## config.mk

```make
export PLATFORM = sky130hd
export DESIGN_NAME = circ_queue
export DESIGN_NICKNAME = d
export VERILOG_FILES = /design/src/rtl/circ_queue.sv
export SDC_FILE = /design/constraint.sdc
export NUM_CORES = 1
export LEC_CHECK = 0
export CAP_MARGIN = 20
export CORE_UTILIZATION = 49
export DETAILED_ROUTE_END_ITERATION = 10
export HOLD_SLACK_MARGIN = 0.1
export PLACE_DENSITY = 0.75
export SETUP_SLACK_MARGIN = 0.02
export SLEW_MARGIN = 15
export SYNTH_ARGS = -nofsm -noshare
export SYNTH_HDL_FRONTEND = slang
export SYNTH_SLANG_ARGS = --single-unit
```

## constraint.sdc

```tcl
create_clock -name clk -period 2.4 [get_ports clk]
set_clock_uncertainty 0.15 [all_clocks]
set_input_delay 0.48 -clock clk [delete_from_list [all_inputs] [get_ports clk]]
set_output_delay 0.48 -clock clk [all_outputs]
set_load 0.1 [all_outputs]
```

## src/rtl/circ_queue.sv

```systemverilog
// Parametrised circular queue (FIFO) with wrapping read/write pointers, occupancy count and synchronous flush.
// Optional sticky overflow/underflow flags are enabled by defining CIRC_QUEUE_ERR_FLAGS_EN.
module circ_queue #(
   parameter  int WIDTH = 8,
   parameter  int DEPTH = 4,
   localparam int CW    = $clog2(DEPTH + 1)
) (
   input  logic             clk,
   input  logic             reset_,
   input  logic             clr,
   input  logic             push,
   input  logic [WIDTH-1:0] din,
   input  logic             pop,
   output logic [WIDTH-1:0] dout,
   output logic             full,
   output logic             empty,
   output logic [CW-1:0]    count
`ifdef CIRC_QUEUE_ERR_FLAGS_EN
   ,
   output logic             ovf,
   output logic             udf
`endif
);

   localparam int             PW       = $clog2(DEPTH);
   localparam logic [PW-1:0]  LAST_PTR = PW'(DEPTH - 1);
   localparam logic [CW-1:0]  FULL_CNT = CW'(DEPTH);

   logic [WIDTH-1:0] r_mem [DEPTH];
   logic [PW-1:0]    r_wr_ptr;
   logic [PW-1:0]    r_rd_ptr;
   logic [CW-1:0]    r_count;

   logic             w_full;
   logic             w_empty;
   logic             w_push_ok;
   logic             w_pop_ok;

   // Pointers wrap by explicit compare so DEPTH need not be a power of two.
   function automatic logic [PW-1:0] ptr_inc(input logic [PW-1:0] ptr);
      logic [PW-1:0] nxt;
      if (ptr == LAST_PTR) begin
         nxt = {PW{1'b0}};
      end else begin
         nxt = ptr + PW'(1);
      end
      return nxt;
   endfunction

   // Status flags and accept decisions from the registered state.
   always_comb begin
      w_full    = (r_count == FULL_CNT);
      w_empty   = (r_count == {CW{1'b0}});
      w_push_ok = push & (~w_full | pop);
      w_pop_ok  = pop & ~w_empty;
   end

   // Pointer and occupancy state; flush wins over push and pop.
   always_ff @(posedge clk or negedge reset_) begin
      if (!reset_) begin
         r_wr_ptr <= {PW{1'b0}};
         r_rd_ptr <= {PW{1'b0}};
         r_count  <= {CW{1'b0}};
      end else if (clr) begin
         r_wr_ptr <= {PW{1'b0}};
         r_rd_ptr <= {PW{1'b0}};
         r_count  <= {CW{1'b0}};
      end else begin
         if (w_push_ok) begin
            r_wr_ptr <= ptr_inc(r_wr_ptr);
         end
         if (w_pop_ok) begin
            r_rd_ptr <= ptr_inc(r_rd_ptr);
         end
         case ({w_push_ok, w_pop_ok})
            2'b10:   r_count <= r_count + CW'(1);
            2'b01:   r_count <= r_count - CW'(1);
            default: r_count <= r_count;
         endcase
      end
   end

   // Storage array; a flush leaves the words in place.
   always_ff @(posedge clk or negedge reset_) begin
      if (!reset_) begin
         for (int i = 0; i < DEPTH; i++) begin
            r_mem[i] <= {WIDTH{1'b0}};
         end
      end else if (w_push_ok && !clr) begin
         r_mem[r_wr_ptr] <= din;
      end
   end

   // Head word shown directly; no fall-through of a same-cycle push.
   always_comb begin
      if (w_empty) begin
         dout = {WIDTH{1'b0}};
      end else begin
         dout = r_mem[r_rd_ptr];
      end
      full  = w_full;
      empty = w_empty;
      count = r_count;
   end

`ifdef CIRC_QUEUE_ERR_FLAGS_EN
   logic r_ovf;
   logic r_udf;

   // Sticky error flags, cleared only by reset or flush.
   always_ff @(posedge clk or negedge reset_) begin
      if (!reset_) begin
         r_ovf <= 1'b0;
         r_udf <= 1'b0;
      end else if (clr) begin
         r_ovf <= 1'b0;
         r_udf <= 1'b0;
      end else begin
         if (push && w_full && !pop) begin
            r_ovf <= 1'b1;
         end
         if (pop && w_empty) begin
            r_udf <= 1'b1;
         end
      end
   end

   assign ovf = r_ovf;
   assign udf = r_udf;
`endif

endmodule

```

# After elaboration in Yosys (flattened, before gate mapping)
# Index checks and enable logic that the tools add are counted.
dict set report op_classes {
  order_cmp 3
  n_bitwise 7
  eq_ne 5
  reduce_logical 7
  muxes 15
  n_addsub 4
}
# cell count
set op_table {}
lappend op_table {{$bwmux 32} 1}
lappend op_table {{$mux 8} 4}
lappend op_table {{$bmux 8 s2} 1}
lappend op_table {{$demux 8 s2} 1}
lappend op_table {{$mux 2} 6}
lappend op_table {{$eq 2x2->1 const B} 3}
lappend op_table {{$ge 3x3->1 const B} 2}
lappend op_table {{$not 2->3} 2}
lappend op_table {{$pmux 3 s2} 1}
lappend op_table {{$add 2x1->2 const B} 2}
lappend op_table {{$reduce_bool 2->1} 2}
lappend op_table {{$add 3x1->3 const B} 1}
lappend op_table {{$eq 3x3->1 const B} 1}
lappend op_table {{$logic_not 3->1} 1}
lappend op_table {{$lt 3x1->1 const B} 1}
lappend op_table {{$mux 3} 1}
lappend op_table {{$reduce_bool 3->1} 1}
lappend op_table {{$sub 3x1->3 const B} 1}
lappend op_table {{$and 1x1->1} 2}
lappend op_table {{$eq 2x1->1 const B} 1}
lappend op_table {{$logic_and 1x1->1} 2}
lappend op_table {{$not 1->1} 2}
lappend op_table {{$logic_not 1->1} 1}
lappend op_table {{$or 1x1->1} 1}
dict set report word_totals {
  out_inout_bits 13
  ff_bits 39
  inputBits 13
  elab_cells 48
}

# Longest topological paths before layout
dict set report logic_depth {
  depth_word 7
  mapped_depth 7
  mapped_depth_nobuf 6
}

# Least setup slack after synthesis
# No wires, ideal clock.
dict set report synth_timing {
  kind {reg-to-output}
  start {register r_count[0], in the netlist count[0]}
  end {output dout[0]}
  path_stages_with_launch 4
  path_slack_ns -3.163
  t_arrival_ns 4.933
  required_time_ns 1.770
  path_buffers 1
  cell_sequence {dfrtp_1 -> buf_6 -> nor3_1 -> nor2b_1}
}
dict set report synth_via {
  elab_chain_len 2
}
# item line
set synth_lines {}
lappend synth_lines {{from (decl)} 32} ;# logic [CW-1:0] r_count;
lappend synth_lines {{from (signal assigned)} 63} ;# r_count <= {CW{1'b0}};
lappend synth_lines {{from (signal assigned)} 67} ;# r_count <= {CW{1'b0}};
lappend synth_lines {{from (signal assigned)} 76} ;# 2'b10: r_count <= r_count + CW'(1);
lappend synth_lines {{$logic_not 3->1} 53} ;# w_empty = (r_count == {CW{1'b0}});
lappend synth_lines {{named net empty} 16} ;# output logic empty,
lappend synth_lines {{$mux 8} 96} ;# if (w_empty) begin
lappend synth_lines {{to (decl)} 14} ;# output logic [WIDTH-1:0] dout,
# The timed path passes the listed nets, and every way through them passes these cells.

# Worst setup path after layout
dict set report layout_timing {
  start {register r_rd_ptr[1]}
  end {output dout[6]}
}
dict set report layout_via {
  elab_chain_len 5
}
# item line
set layout_lines {}
lappend layout_lines {{from (decl)} 31} ;# logic [PW-1:0] r_rd_ptr;
lappend layout_lines {{from (signal assigned)} 62} ;# r_rd_ptr <= {PW{1'b0}};
lappend layout_lines {{from (signal assigned)} 66} ;# r_rd_ptr <= {PW{1'b0}};
lappend layout_lines {{from (signal assigned)} 73} ;# r_rd_ptr <= ptr_inc(r_rd_ptr);
lappend layout_lines {{$not 2->3 (implied by the code)} 99} ;# dout = r_mem[r_rd_ptr];
lappend layout_lines {{$bmux 8 s2} 99}
lappend layout_lines {{$mux 8 (implied by the code) (2 in a row)} 99}
lappend layout_lines {{$mux 8} 96}
# Every way passes these cells. The select of a mux whose other input is x is not followed.

==> impl_results.md <==
* Reg clk slew, reported paths at ~0.08 ns
* Cell Rows at 23
* Initial antenna violation count at 0
* RR Startpoint: count[1]
* Max-slew violations at 0
* Die W at 66.7 µm
* Worst-path cell chain: mux4_2 > nor2b_2 > buf_12
* Drt initial violations at 14
* Max incr delay on CP at 0.65 ns
* Beginning of the worst hold path: r_mem[1]
* Static leakage at 1.16 nW
* Syn-to-layout area delta at 33.1%
* VDD IR max at around 0.71 mV
* CP Class: reg -> out
* Crit. End Element: output pin
* Largest net degree at the start of global routing at 26
* RR Endpoint: count[2]
* Startpoint Class: register
* Synth unique cells at 37
* RSZ-0062 raised after global routing: false
* Asr flop ratio synth at 100%
* Min-Delay Endpoint: r_mem[1]
* CORE AREA at between 4000 and 5000 µm²
* Setup violations, final at 0
* Die Span Y at 66.7 µm
* Max Freq at 435 MHz
* Mapped Area at about 2100 µm²
* Clk buf depth at 2
* Slowest CP cell: dfrtp_1
* Number of global-route vias before repair at around 1400
* Total grt overflow at 0
* Synth Flop Type: dfrtp_1
* Post-route cell area at 2730 µm²
* Vias per cell at 5.51
* Worst Tran Pin Value at 0.566 ns
* Die area at 4450 µm²
* Hold Path Stages at 1
* Placed Area at about 2600 µm²
* Max-Cap Viols at 0
* First-pass GRT wire length at 6.88 mm
* Port bufs at 25
* Clk Latency, worst-skew pair at 0.29 ns
* Initial core utilization at 51.3%
* Final ANT Viol Nets at 0
* Period utilization at 95.7%
* Worst R2R Setup Slack at about 0.15 ns
* GRT Resource Usage Total at 21.6%
* Post-DP HPWL at 3.01 mm
* YS warnings at 0
* Clock sink total at 39
* Status: finished clean
* Reg2Reg Depth at 6
* Final Util at 68.2%
* Post-synth EDFFs at 0
* CTS root buf: clkbuf_8
* Max FO, Critical Path at 10
* Syn Nets at between 150 and 200
* Vias at 1328
* Wire per inst at 17.1 µm
* Min Tclk post-route at ~2.3 ns
* Final hold violations at 0
* CP arrival at 1.67 ns
* DR pass1 iterations at 6
* Final RePlAce weighted congestion at 0.719
* CTS tree: built
* Boundary Pins at 26
* Syn Inst Count at 145
* Req. time, crit path at approximately 1.8 ns
* DRC at 0
* Min-Delay Path Class: reg -> reg
* Slew margin rel. at 62.2%
* Total power at 2.30 mW
* CTS Buf Count at 5
* H-tree depth at 2
* Sequential area share after synthesis at 47.6%
* PD cells at 843 nW/µm²
* Final #Nets at approximately 210
* Synthesized flop and latch total at 39
* Layout cells sized above 1 at 55.0%
* # diodes at 0
* Fill cells at 285
* Syn avg cell area at 14.1 µm²
* Final wirelength at about 4.1 mm
-- cell type report --
type                            count  area, µm²  share of cell area [%]
Sequential cell                    39        985                    36.1
Clock inverter                      2       13.8                   0.504
Timing Repair Buffer               46        510                    18.7
Inverter                            5       18.8                   0.688
Multi-Input combinational cell     93       1070                    39.1
Tap cell                           50       62.6                    2.29
Clock buffer                        6       72.6                    2.66
-- report_power, final --
group | switching, mW | internal (mW) | total [mW] | leakage [nW]
clock | 0.218 | 0.205 | 0.423 | 0.0452
sequential | 0.0865 | 0.818 | 0.904 | 0.491
combinational | 0.522 | 0.452 | 0.974 | 0.620
-- layout by cell type, fill, tap and decap left out, drive strengths merged, types with 2 or more instances in the layout --
cell type / synthesis / final
dfrtp: 39 / 39
buf: 5 / 34
mux2: 32 / 32
clkdlybuf4s50: 0 / 11
mux4: 8 / 8
nor2b: 8 / 8
nor4b: 6 / 6
clkbuf: 3 / 6
ha: 5 / 5
inv: 5 / 5
a21oi: 4 / 4
nor2: 3 / 3
nand3: 3 / 3
o21ai: 3 / 3
nand2: 2 / 2
o2111ai: 2 / 2
clkinv: 0 / 2
-- routing by layer --
| metal | global-route usage, % | share of wire, % |
|---|---|---|
| met1 | 25.8 | 41 |
| met2 | 39.1 | 55 |
| met3 | 5.14 | 3.7 |
| met4 | 4.79 | 0.31 |
| met5 | 0 | 0 |
-- per-stage QoR --
step / setup slack (ns) / hold WS [ns] / TNS [ns] / std cells
floorplan: -0.711 / 0.0344 / -5.67 / 145
global placement: -0.0327 / 0.334 / -0.406 / 232
detailed placement: -0.111 / 0.346 / -1.49 / 232
CTS: 0.0821 / 0.363 / 0 / 241
global route: 0.0284 / 0.370 / 0 / 241
finish: 0.103 / 0.359 / 0 / 241
-- state kept, by name (all words and copies together), names as in the netlist --
signal	cells
r_mem	32
r_rd_ptr	2
count	3
r_wr_ptr	2
-- how the worst max path moves through the flow --
stage	slack (ns)	start	end
after floorplan	-0.71	count[0]	dout[3]
after global placement	-0.03	pop	r_mem[3]
after detailed placement	-0.11	pop	count[2]
after CTS	0.08	count[1]	dout[6]
after global routing	0.03	count[1]	count[2]
final	0.10	r_rd_ptr[1]	dout[6]
-- synth_stat cells, types with 2 or more instances --
| cell type | instances | area, µm² |
|---|---|---|
| o2111ai_1 | 2 | 17.5 |
| nand2_1 | 2 | 7.51 |
| buf_6 | 2 | 22.5 |
| o21ai_0 | 3 | 15.0 |
| nor2_1 | 3 | 11.3 |
| dfrtp_1 | 39 | 976 |
| buf_2 | 2 | 10.0 |
| a21oi_1 | 4 | 20.0 |
| mux2_2 | 32 | 360 |
| clkbuf_1 | 2 | 7.51 |
| nor2b_1 | 8 | 50.1 |
| mux4_2 | 8 | 180 |
| ha_1 | 5 | 62.6 |
| nand3_1 | 3 | 15.0 |
| nor4b_4 | 5 | 119 |
| inv_1 | 4 | 15.0 |
-- worst max-delay path: cells and delay by family, from the launching register on --
| kind | cells | cell delay [ns] |
|---|---|---|
| muxes | 1 | 0.38 |
| buffers and inverters | 1 | 0.17 |
| DFF | 1 | 0.65 |
| and+or+nand+nor | 1 | 0.18 |
-- logic make-up (layout without fill, tap and decap cells) --
group,count (synthesis),count (layout),share of synthesized area (%)
AOI/OAI and AO/OA,15,15,4.70
xor gates and xnor gates,2,2,0.854
adders and majority gates,6,6,4.03
buffers and inverters,13,59,3.29
DFF,39,39,47.6
muxes,41,41,26.8
and+or+nand+nor,29,29,12.7
-- repair_timing --
item / in CTS / in global routing
buffers inserted: 0 / 0
hold buffers: 1 / 0
endpoints found under the setup margin: 0 / 1
resized for setup: 0 / 2
hold endpoints to repair: 24 / 0
No activity file was read; power rests on OpenSTA's default activity.
